`config.mk`:
```
export PLATFORM = sky130hd
export DESIGN_NAME = sel_sort_engine
export DESIGN_NICKNAME = d
export VERILOG_FILES = /design/src/rtl/sel_sort_engine.sv
export SDC_FILE = /design/constraint.sdc
export NUM_CORES = 1
export LEC_CHECK = 0
export ABC_AREA = 1
export CORE_ASPECT_RATIO = 0.5
export CORE_MARGIN = 1.5
export CORE_UTILIZATION = 35
export CTS_BUF_LIST = sky130_fd_sc_hd__clkbuf_8
export DETAILED_ROUTE_END_ITERATION = 6
export PLACE_DENSITY_LB_ADDON = 0.2
export RECOVER_POWER = 50
export REMOVE_ABC_BUFFERS = 1
export SLEW_MARGIN = 20
export SYNTH_ARGS = -nofsm -noshare
export SYNTH_HDL_FRONTEND = slang
export SYNTH_SLANG_ARGS = --single-unit
```
`constraint.sdc`:
```
create_clock -name Clk -period 3.9 [get_ports Clk]
set_input_delay 1.17 -clock Clk [delete_from_list [all_inputs] [get_ports Clk]]
set_output_delay 1.17 -clock Clk [all_outputs]
set_load 0.01 [all_outputs]
```
`src/rtl/sel_sort_engine.sv`:
```
// ============================================================================
// Module   : sel_sort_engine
// Purpose  : In-place selection sorter over a single-port memory with a
//            combinational read path. Sorts words 0..Len-1 ascending or
//            descending, skips self-swaps and counts the swaps it performs.
// Revision : 1.0 - initial release
// ============================================================================
`default_nettype none

module sel_sort_engine #(
    parameter int DATA_W = 16,
    parameter int ADDR_W = 8
) (
    input  logic              Clk,
    input  logic              Rst,
    input  logic              Start,
    input  logic              Abort,
    input  logic              Descend,
    input  logic [ADDR_W:0]   Len,
    output logic              Busy,
    output logic              Done,
    output logic [ADDR_W-1:0] Swap_Count,
    output logic [ADDR_W-1:0] Mem_Addr,
    input  logic [DATA_W-1:0] Mem_Rd_Data,
    output logic [DATA_W-1:0] Mem_Wr_Data,
    output logic              Mem_Wr_En
);

    typedef enum logic [2:0] {
        S_IDLE   = 3'd0,
        S_LOAD_I = 3'd1,
        S_SCAN   = 3'd2,
        S_WR_MIN = 3'd3,
        S_WR_I   = 3'd4,
        S_DONE   = 3'd5
    } state_t;

    // Length constants at the width of the loop indices.
    localparam logic [ADDR_W:0] MAX_LEN = {1'b1, {ADDR_W{1'b0}}};
    localparam logic [ADDR_W:0] ONE     = {{ADDR_W{1'b0}}, 1'b1};
    localparam logic [ADDR_W:0] TWO     = {{(ADDR_W-1){1'b0}}, 2'b10};

    state_t              state_q, state_d;
    logic [ADDR_W:0]     i_q, i_d;
    logic [ADDR_W:0]     j_q, j_d;
    logic [ADDR_W:0]     len_q, len_d;
    logic                desc_q, desc_d;
    logic [DATA_W-1:0]   min_val_q, min_val_d;
    logic [DATA_W-1:0]   temp_q, temp_d;
    logic [ADDR_W-1:0]   min_addr_q, min_addr_d;
    logic [ADDR_W-1:0]   swap_q, swap_d;

    logic                better;
    logic                last_i;

    // State and datapath registers, all cleared asynchronously.
    always_ff @(posedge Clk or posedge Rst) begin
        if (Rst) begin
            state_q    <= S_IDLE;
            i_q        <= '0;
            j_q        <= '0;
            len_q      <= '0;
            desc_q     <= 1'b0;
            min_val_q  <= '0;
            temp_q     <= '0;
            min_addr_q <= '0;
            swap_q     <= '0;
        end else begin
            state_q    <= state_d;
            i_q        <= i_d;
            j_q        <= j_d;
            len_q      <= len_d;
            desc_q     <= desc_d;
            min_val_q  <= min_val_d;
            temp_q     <= temp_d;
            min_addr_q <= min_addr_d;
            swap_q     <= swap_d;
        end
    end

    // Next-state, datapath update and memory-port control.
    always_comb begin
        state_d     = state_q;
        i_d         = i_q;
        j_d         = j_q;
        len_d       = len_q;
        desc_d      = desc_q;
        min_val_d   = min_val_q;
        temp_d      = temp_q;
        min_addr_d  = min_addr_q;
        swap_d      = swap_q;
        Mem_Addr    = '0;
        Mem_Wr_Data = '0;
        Mem_Wr_En   = 1'b0;

        // Strict compare so equal keys never displace the current pick.
        better = desc_q ? (Mem_Rd_Data > min_val_q) : (Mem_Rd_Data < min_val_q);
        // Outer pass i == len-2 is the last one that can move anything.
        last_i = (i_q == (len_q - TWO));

        case (state_q)
            S_IDLE: begin
                if (Start && !Abort) begin
                    len_d  = (Len > MAX_LEN) ? MAX_LEN : Len;
                    desc_d = Descend;
                    swap_d = '0;
                    i_d    = '0;
                    state_d = (Len <= ONE) ? S_DONE : S_LOAD_I;
                end
            end

            S_LOAD_I: begin
                Mem_Addr   = i_q[ADDR_W-1:0];
                min_val_d  = Mem_Rd_Data;
                temp_d     = Mem_Rd_Data;
                min_addr_d = i_q[ADDR_W-1:0];
                j_d        = i_q + ONE;
                state_d    = S_SCAN;
            end

            S_SCAN: begin
                Mem_Addr = j_q[ADDR_W-1:0];
                if (better) begin
                    min_val_d  = Mem_Rd_Data;
                    min_addr_d = j_q[ADDR_W-1:0];
                end
                j_d = j_q + ONE;
                if (j_q == (len_q - ONE)) begin
                    // Decision uses the minimum including this cycle's word.
                    if (min_addr_d != i_q[ADDR_W-1:0]) begin
                        state_d = S_WR_MIN;
                    end else if (last_i) begin
                        state_d = S_DONE;
                    end else begin
                        i_d     = i_q + ONE;
                        state_d = S_LOAD_I;
                    end
                end
            end

            S_WR_MIN: begin
                Mem_Addr    = min_addr_q;
                Mem_Wr_Data = temp_q;
                Mem_Wr_En   = 1'b1;
                state_d     = S_WR_I;
            end

            S_WR_I: begin
                Mem_Addr    = i_q[ADDR_W-1:0];
                Mem_Wr_Data = min_val_q;
                Mem_Wr_En   = 1'b1;
                swap_d      = swap_q + 1'b1;
                if (last_i) begin
                    state_d = S_DONE;
                end else begin
                    i_d     = i_q + ONE;
                    state_d = S_LOAD_I;
                end
            end

            S_DONE: begin
                state_d = S_IDLE;
            end

            default: begin
                state_d = S_IDLE;
            end
        endcase

        // Abort wins over everything; the swap count is left as it was.
        if (Abort && (state_q != S_IDLE)) begin
            state_d = S_IDLE;
            swap_d  = swap_q;
        end
    end

    assign Busy       = (state_q != S_IDLE);
    assign Done       = (state_q == S_DONE);
    assign Swap_Count = swap_q;

endmodule

`default_nettype wire
```
; Word-level counts from Yosys, hierarchy flattened
; Index checks and enable logic that the tools add are counted.
; Widths: inputs -> output; s select.
[classes]
add_sub_neg = 5
mul = 0
div = 0
order_cmp = 4
n_eq_ne = 14
shift = 0
mux = 25
bitwise_logic = 1
n_reduce_logical = 15
[op_table]
columns = op, count
row1 = $pmux 16 s2, 2
row2 = $mux 9, 5
row3 = $pmux 8 s2, 2
row4 = $pmux 9 s3, 1
row5 = $mux 8, 3
row6 = $pmux 8 s3, 1
row7 = $add 9x1->9 const B, 2
row8 = $eq 9x9->1, 2
row9 = $mux 3, 6
row10 = $pmux 9 s2, 1
row11 = $gt 16x16->1, 1
row12 = $lt 16x16->1, 1
row13 = $mux 16, 1
row14 = $pmux 3 s5, 1
row15 = $gt 9x9->1 const B, 1
row16 = $le 9x1->1 const B, 1
row17 = $sub 9x1->9 const B, 1
row18 = $sub 9x2->9 const B, 1
row19 = $add 8x1->8 const B, 1
row20 = $ne 2x2->1 const B, 4
row21 = $ne 8x8->1, 1
row22 = $eq 3x2->1 const B, 2
row23 = $eq 3x3->1 const B, 2
row24 = $ne 3x3->1 const B, 2
row25 = other kinds (12), 19
[word_totals]
ff_bits = 79
latchBits = 0
mem_bits_rw = 0
rom_bits = 0
in_bits = 30
out_inout_bits = 35
word_cells = 73
mem_count = 0

; Logic depth before layout (Yosys ltp)
; Gate-level depths: netlist of the first run.
[depth]
word_depth = 9
ltp_mapped = 26
ltp_nobuf = 24

; Worst setup path after synthesis of the first run
; No wires, ideal clock.
[synth_path]
path_type = input to register
start = in Mem_Rd_Data[11]
end = reg state_q[1]
setup_ns = 0.117
t_arrival_ns = 2.973
required_time_ns = 3.783
path_slack_ns = 0.810
cell_stages = 19
path_buffers = 2
cell_sequence = ha_1 -> a21oi_1 -> nand2_1 -> a21oi_1 -> nand3_1 -> nand2_2 -> buf_6 -> nand2_1 -> nand2_1 -> nand2_1 -> nand2_1 -> nand2_1 -> nor2_1 -> nand2_1 -> nand2_2 -> buf_6 -> nand2_1 -> nand2_1 -> nand2_1
[synth_between]
elab_chain_len = 9
[synth_rtl]
columns = element, line
row1 = from (decl), 24  ; input logic [DATA_W-1:0] Mem_Rd_Data,
row2 = $lt 16x16->1 or $gt 16x16->1 (tied branches), 97  ; better = desc_q ? (Mem_Rd_Data > min_val_q) : (Mem_Rd_Data < min_val_q);
row3 = $mux 1 (*), 97
row4 = $mux 8 (*), 123  ; if (better) begin
row5 = $mux 8 (*), 101  ; case (state_q)
row6 = $ne 8x8->1 (*), 130  ; if (min_addr_d != i_q[ADDR_W-1:0]) begin
row7 = $mux 3 (*), 130
row8 = $mux 3 (*), 128  ; if (j_q == (len_q - ONE)) begin
row9 = $pmux 3 s5 (*), 101
row10 = $mux 3 (*), 171  ; if (Abort && (state_q != S_IDLE)) begin
row11 = to (signal assigned), 69  ; state_q <= state_d;
row12 = to (decl), 43  ; state_t state_q, state_d;
; Every way passes the cells marked *; elsewhere a longest branch is shown, timed or not. The select of a mux whose other input is x is not followed.
; A chain may end at the register's enable or synchronous reset.

; Worst setup path in the final report of the first run
[layout_path]
start = in Mem_Rd_Data[10]
end = reg i_q[0]
[layout_between]
elab_chain_len = 7
[layout_rtl]
columns = element, line
row1 = $lt 16x16->1 or $gt 16x16->1 (tied branches), 97
row2 = $mux 1 (*), 97
row3 = $mux 8 (*), 123
row4 = $mux 8 (*), 101
row5 = $ne 8x8->1 (*), 130
row6 = $ne 2x2->1 (no source line) (*), n/a
row7 = $reduce_and 4->1 (no source line) (*), n/a
row8 = to (signal assigned), 70  ; i_q <= i_d;
row9 = to (decl), 44  ; logic [ADDR_W:0] i_q, i_d;
; Marks and branches as above.

==> reports/results.ini, run 1 <==
[status]
outcome=complete, but fails checks
violations=capacitance limit, slew limit

[final_layout]
diodes=0
layout-drive-gt1-share_pct=8.31
fin_nets=793
syn_to_final_growth_pct=23.2

[min_path]
hold_path_depth=2
hp-class=reg -> reg
min_from=temp_q[14]$_DFFE_PP0P_
timing.hold.worst_endpoint=temp_q[14]$_DFFE_PP0P_

[sta]
rsz0062_at_grt=no
final.period_utilization_pct=92.2
slew_headroom_pct=-15.9
fin_crit_ps=3590
fmax_mhz=278
hold_ws_ps=544
setup_viol_count_final=0
hold_viol=0
setup_ws_ps=305
fin_skew_ps=10.4
worst_pin_slew_ps=1730
slew_violations=37

[clock_network]
clkTransAtPathRegs_ps=80
clock-sinks=79
cts_hold_buf=0
numCtsBuffers=9
worstSkewPairLatency_ps=360
root_buffer=clkbuf_8
tritoncts=done
cts_buffer_depth=2
htree_levels=3

[global_routing]
grt_max_degree=44
grt_pass1_wl_um=22300
grt_usage_pct=18.4
grt_pass1_vias=4504
antenna_found_initial=1
grt-ovfl-total=0

[power]
pwr-share-clk_pct=17.1
p_int_mw=2.47
leakagePower_nw=2.86
switchingPower_mw=1.93
power_frac_seq_pct=29.9
comb_power_share_pct=53.1
sw_frac_of_total_pct=43.9
power.total_mw=4.40
peakVddDrop_mv=0.247
p_per_area_nw_per_um2=702

[worst_setup_path]
critPathMaxFanout=11
path_cells=dlygate4sd3_1 -> ha_1 -> nand2_1 -> nor2_1 -> nand2_1 -> clkinv_1 -> nand2_1 -> nand3_1 -> buf_4 -> nand3_1 -> nand2_1 -> nand2_1 -> nand2_1 -> nand2_1 -> nor2_1 -> nand2_1 -> nand2_2 -> buf_4 -> nand3_1 -> nand2_1
worst_setup_path_start_kind=input pin
cpPeakStageDelay_ps=590
path_common_cell=nand2_1
crit_arrival_ps=3890
r2r_slack_ps=1240
critPathKind=in -> reg
endpoint_kind=register
required_ps=4200
reg2reg_from=min_val_q[11]$_DFFE_PP0P_
ff2ff_path_depth=17
rr_endpoint=i_q[0]$_DFFE_PP0P_
crit_path_top_delay_cell=dlygate4sd3_1

[drt]
first_iter_violations=287
routedWlPerCell_um=13.7
vias_per_cell=4.88
vias=4575
drc_errors=0
drtAntennaViolNets=0
dr.pass1.iters=4
wl_um=12900

[placement]
io_buffers=64
post-dp-hpwl_um=9390
gp_congestion=0.867
place_ws_ps=-25.3

[die]
rows=30
coreArea_sq_um=13900
die_area_sq_um=15300
io_pins=65
start_util_pct=36.7
die_h_um=88.3
die_width_um=174

[logic_synthesis]
seq_area_frac_synth_pct=38.8
yosys-top-cells-area=dfrtp_1, nand2_1, inv_1, nand3_1, ha_1
async_flop_share_pct=100
ys.flop_type=dfrtp_1
syn_inst=672
ys_top_cells_by_count=nand2_1, inv_1, dfrtp_1, nand3_1, o21ai_0
yosys_register_bits=79
synth_top_area_cell=dfrtp_1
synth_edf_count=0
synth_cell_types=43
synth_area_sq_um=5090
avgSynthCellArea_sq_um=7.57
ys_warn_count=0
yosys.cell_count.top_type=nand2_1
netlist.area_leader.share_pct=38.8

[job]
max_cap_viol_count=1

metrics by stage:
stage / cells / util (%) / cell area [sq um] / TNS [ps]
5_1_grt: 938 / 45.3 / 6270 / 0
3_3_place_gp: 922 / 43.6 / 6040 / 0
3_5_place_dp: 922 / 43.6 / 6040 / -174
2_1_floorplan: 645 / - / 4960 / 0
6_report: 938 / 45.3 / 6270 / 0
4_1_cts: 938 / 45.3 / 6270 / 0
state kept, by name (all words and copies together), names as in the netlist:
| signal | cells |
|---|---|
| Swap_Count | 8 |
| desc_q | 1 |
| j_q | 9 |
| temp_q | 16 |
| state_q | 3 |
| min_addr_q | 8 |
| i_q | 9 |
| len_q | 9 |
| min_val_q | 16 |
worst max path at each step:
stage                                 startpoint                 end  depth (start not counted)
after global routing              Mem_Rd_Data[6]  i_q[7]$_DFFE_PP0P_                         21
after CTS                 state_q[2]$_DFFE_PP0P_     Mem_Wr_Data[12]                          6
after detailed placement         Mem_Rd_Data[11]  i_q[0]$_DFFE_PP0P_                         19
final                            Mem_Rd_Data[10]  i_q[0]$_DFFE_PP0P_                         20
after global placement           Mem_Rd_Data[11]  i_q[3]$_DFFE_PP0P_                         18
after floorplan           state_q[2]$_DFFE_PP0P_         Mem_Addr[0]                          5
per-layer routing:
metal	GRT usage, %	routed length (um)	vias to the layer above
li1	-	-	2338
met1	25.7	6640	2138
met2	29.7	5710	87
met3	3.91	454	10
met4	4.27	72	2
met5	0	12	-
cell type report:
class	count	area, sq um
multi-input cells	469	2620
repair buffers	85	823
inverters	97	368
clock inverters	7	114
well taps	192	240
clock buffers	9	124
flip-flops and latches	79	1980
fillers	1395	7580
critical path: cells and delay by family:
kind | cells | cell delay [ps]
buf+inv | 4 | 1010
simple gates | 15 | 1380
fa+ha+maj | 1 | 310
power by group through the flow:
| stage | combinational, mW | sequential (mW) | clock, mW |
|---|---|---|---|
| 2_1_floorplan | 1.63 | 1.27 | 0 |
| 3_3_place_gp | 2.30 | 1.33 | 0 |
| 3_5_place_dp | 2.33 | 1.33 | 0 |
| 4_1_cts | 2.35 | 1.32 | 0.765 |
| 5_1_grt | 2.70 | 1.35 | 0.807 |
| 6_report | 2.34 | 1.32 | 0.751 |
placed cells by master (no fill, tap or decap), types with 6 or more instances in the layout:
cell type and n:
a21oi_1 16, a22oi_1 7, buf_4 19, clkbuf_8 9
clkdlybuf4s50_1 56, dfrtp_1 79, dlygate4sd3_1 8, ha_1 22
inv_1 89, inv_2 6, nand2_1 150, nand3_1 59
nor2_1 46, nor3_1 12, o21ai_0 52, o221ai_1 11
o22ai_1 17, xnor2_1 11, xor2_1 24
cell families (layout without fill, tap and decap cells):
group,count (synthesis),in the layout,share of synthesized area [%]
AND/OR/NAND/NOR,295,295,26.2
buffers and inverters,124,198,9.71
adder cells (fa/ha/maj),22,22,5.41
flip-flops,79,79,38.8
AO/OA/AOI/OAI,116,116,13.4
XOR/XNOR,36,36,6.47
repair_timing:
action / in CTS / in global routing
setup endpoints to repair: 0 / 2
gates resized for setup: 0 / 2
setup buffers: 0 / 0
Power figures use the tool's default switching activity.
==> run 2, diff against run 1 <==
--- a/config.mk
+++ b/config.mk
@@ -5,7 +5,6 @@
 export SDC_FILE = /design/constraint.sdc
 export NUM_CORES = 1
 export LEC_CHECK = 0
-export ABC_AREA = 1
 export CORE_ASPECT_RATIO = 0.5
 export CORE_MARGIN = 1.5
 export CORE_UTILIZATION = 35
@@ -13,7 +12,6 @@
 export DETAILED_ROUTE_END_ITERATION = 6
 export PLACE_DENSITY_LB_ADDON = 0.2
 export RECOVER_POWER = 50
-export REMOVE_ABC_BUFFERS = 1
 export SLEW_MARGIN = 20
 export SYNTH_ARGS = -nofsm -noshare
 export SYNTH_HDL_FRONTEND = slang
==> reports/results.ini, run 2 <==
[status]
outcome=complete, but fails checks
violations=capacitance limit, slew limit

[final_layout]
diodes=0
fillerInstances=1404
stdcell_area_sq_um=6840
layout-drive-gt1-share_pct=18.1
syn_to_final_growth_pct=29.1
fin_nets=737
layout_commonest_cell=nand2_1
largestRegisters=min_val_q x16, temp_q x16
final_cells=888
final_cell_mix=nand2_1, dfrtp_1, clkdlybuf4s50_1

[global_routing]
grt_usage_pct=19.6
antenna_found_initial=0
grt_max_degree=43
grt_pass1_wl_um=24700
grt_pass1_vias=4640
grt-ovfl-total=0

[power]
peakVddDrop_mv=0.241
leakagePower_nw=3.01
p_per_area_nw_per_um2=666
power.total_mw=4.55

[die]
io_pins=65
die_h_um=90.0
start_util_pct=36.2
rows=31
coreArea_sq_um=14600
die_width_um=177
die_area_sq_um=15900

[logic_synthesis]
yosys-top-cells-area=dfrtp_1, nand2_1, ha_1, mux2_2, xnor2_1
synth_mux_area_share_pct=5.08
synth-xor-area-share_pct=7.61
synth_compound_area_share_pct=18.5
synth_edf_count=0
avgSynthCellArea_sq_um=8.84
synth_top_area_cell=dfrtp_1
yosys.area_share.simple_pct=20.8
syn_inst=599
yosys.cell_count.top_type=nand2_1
seq_area_frac_synth_pct=37.3
synth_area_sq_um=5300
syn_nets=651
synth_cell_types=74
yosys_register_bits=79
ys.flop_type=dfrtp_1
async_flop_share_pct=100
synth_top_family_by_area=simple AND/OR/NAND/NOR gates
ys_warn_count=0
synthAdderAreaFrac_pct=5.38
netlist.area_leader.share_pct=37.3
ys_top_cells_by_count=nand2_1, dfrtp_1, o21ai_0, inv_1, clkbuf_1

[clock_network]
cts_hold_buf=0
tritoncts=done
clkTransAtPathRegs_ps=90
numCtsBuffers=9
cts_buffer_depth=2
root_buffer=clkbuf_8
htree_levels=3
worstSkewPairLatency_ps=350
clock-sinks=79

[worst_setup_path]
required_ps=4160
critPathMaxFanout=7
critPathKind=in -> reg
crit_arrival_ps=4100
ff2ff_path_depth=9
endpoint_kind=register
worst_setup_path_start_kind=input pin

[sta]
fmax_mhz=260
worst_pin_slew_ps=1850
final.period_utilization_pct=98.5
slew_violations=38
setup_viol_count_final=0
fin_skew_ps=8.85
fin_crit_ps=3840
hold_viol=0
slew_headroom_pct=-23.7

[drt]
drtAntennaViolNets=0
vias_per_cell=5.33
dr.pass1.iters=4
wl_um=15200
first_iter_violations=268
vias=4737
drc_errors=0
routedWlPerCell_um=17.1

[min_path]
hp-class=reg -> reg
hold_path_depth=2

[placement]
io_buffers=64
post-dp-hpwl_um=10800
place_inst=869
place_area_sq_um=6430
gp_congestion=0.816

[job]
max_cap_viol_count=1

[run 2: report_power, final]
| part | total (mW) | switching [mW] | leakage, nW | internal (mW) |
|---|---|---|---|---|
| Clock | 0.674 | 0.318 | 0.106 | 0.356 |
| Combinational | 2.51 | 1.35 | 1.89 | 1.16 |
| Sequential | 1.37 | 0.273 | 1.02 | 1.10 |
| Total | 4.55 | 1.94 | 3.01 | 2.61 |
[run 2: critical path, cell delays in order]
cell and delay [ps]:
clkdlybuf4s50_1 550, ha_4 230, buf_4 130, o211ai_2 80, a2111oi_4 90, buf_4 160, o311a_4 350, buf_4 150
o21a_1 180, o21a_1 210, buf_4 150, o31ai_4 270, nand2_4 140, o31ai_4 230
[run 2: timing repair]
action                                  CTS  global route
endpoints found under the setup margin    0            11
resized for setup                         0            29
buffers inserted                          0             3
[run 2: layer usage]
layer	GRT usage, %	share of wire [%]
met5	0	0
met4	4.24	0.89
met3	3.47	3.7
met2	29.7	44
met1	28.7	51
[run 2: path summary, 6_finish.rpt]
kind	startpoint	endpoint	slack, ps
max in group asynchronous	Rst	min_val_q[2]$_DFFE_PP0P_	1260
worst max-delay path	Mem_Rd_Data[3]	i_q[7]$_DFFE_PP0P_	60
min in group asynchronous	Rst	Swap_Count[1]$_DFFE_PP0P_	1740
worst min-delay path	temp_q[15]$_DFFE_PP0P_	temp_q[15]$_DFFE_PP0P_	480
worst min register to register	temp_q[15]$_DFFE_PP0P_	temp_q[15]$_DFFE_PP0P_	480
worst max register to register	len_q[1]$_DFFE_PP0P_	i_q[1]$_DFFE_PP0P_	670
[run 2: through the flow]
step                      TNS, ps  hold WS [ps]  utilization [%]  setup WS (ps)
after global routing        -28.9           494             46.8          -14.7
after detailed placement    -4230           462             44.0           -354
after global placement      -4150           457             44.0           -348
final                           0           483             46.8           59.2
after floorplan                 0           446                -            300
after CTS                       0           485             45.4           22.2
[run 2: area by class of cell]
cell class | instances | area [sq um] | share of cell area (%)
tap | 198 | 248 | 3.62
sequential | 79 | 1980 | 28.9
clock buffer | 9 | 124 | 1.81
multi-input combinational | 448 | 3220 | 47.0
inverter | 30 | 114 | 1.66
timing repair buffer | 117 | 1070 | 15.7
clock inverter | 7 | 88.8 | 1.30
[run 2: logic make-up (layout without fill, tap and decap cells)]
family                   count (synthesis)  count (layout)
AO/OA/AOI/OAI                          136             136
buffers and inverters                   72             163
XOR/XNOR                                46              46
AND/OR/NAND/NOR                        219             219
flip-flops                              79              79
multiplexers                            24              24
adder cells (fa/ha/maj)                 23              23
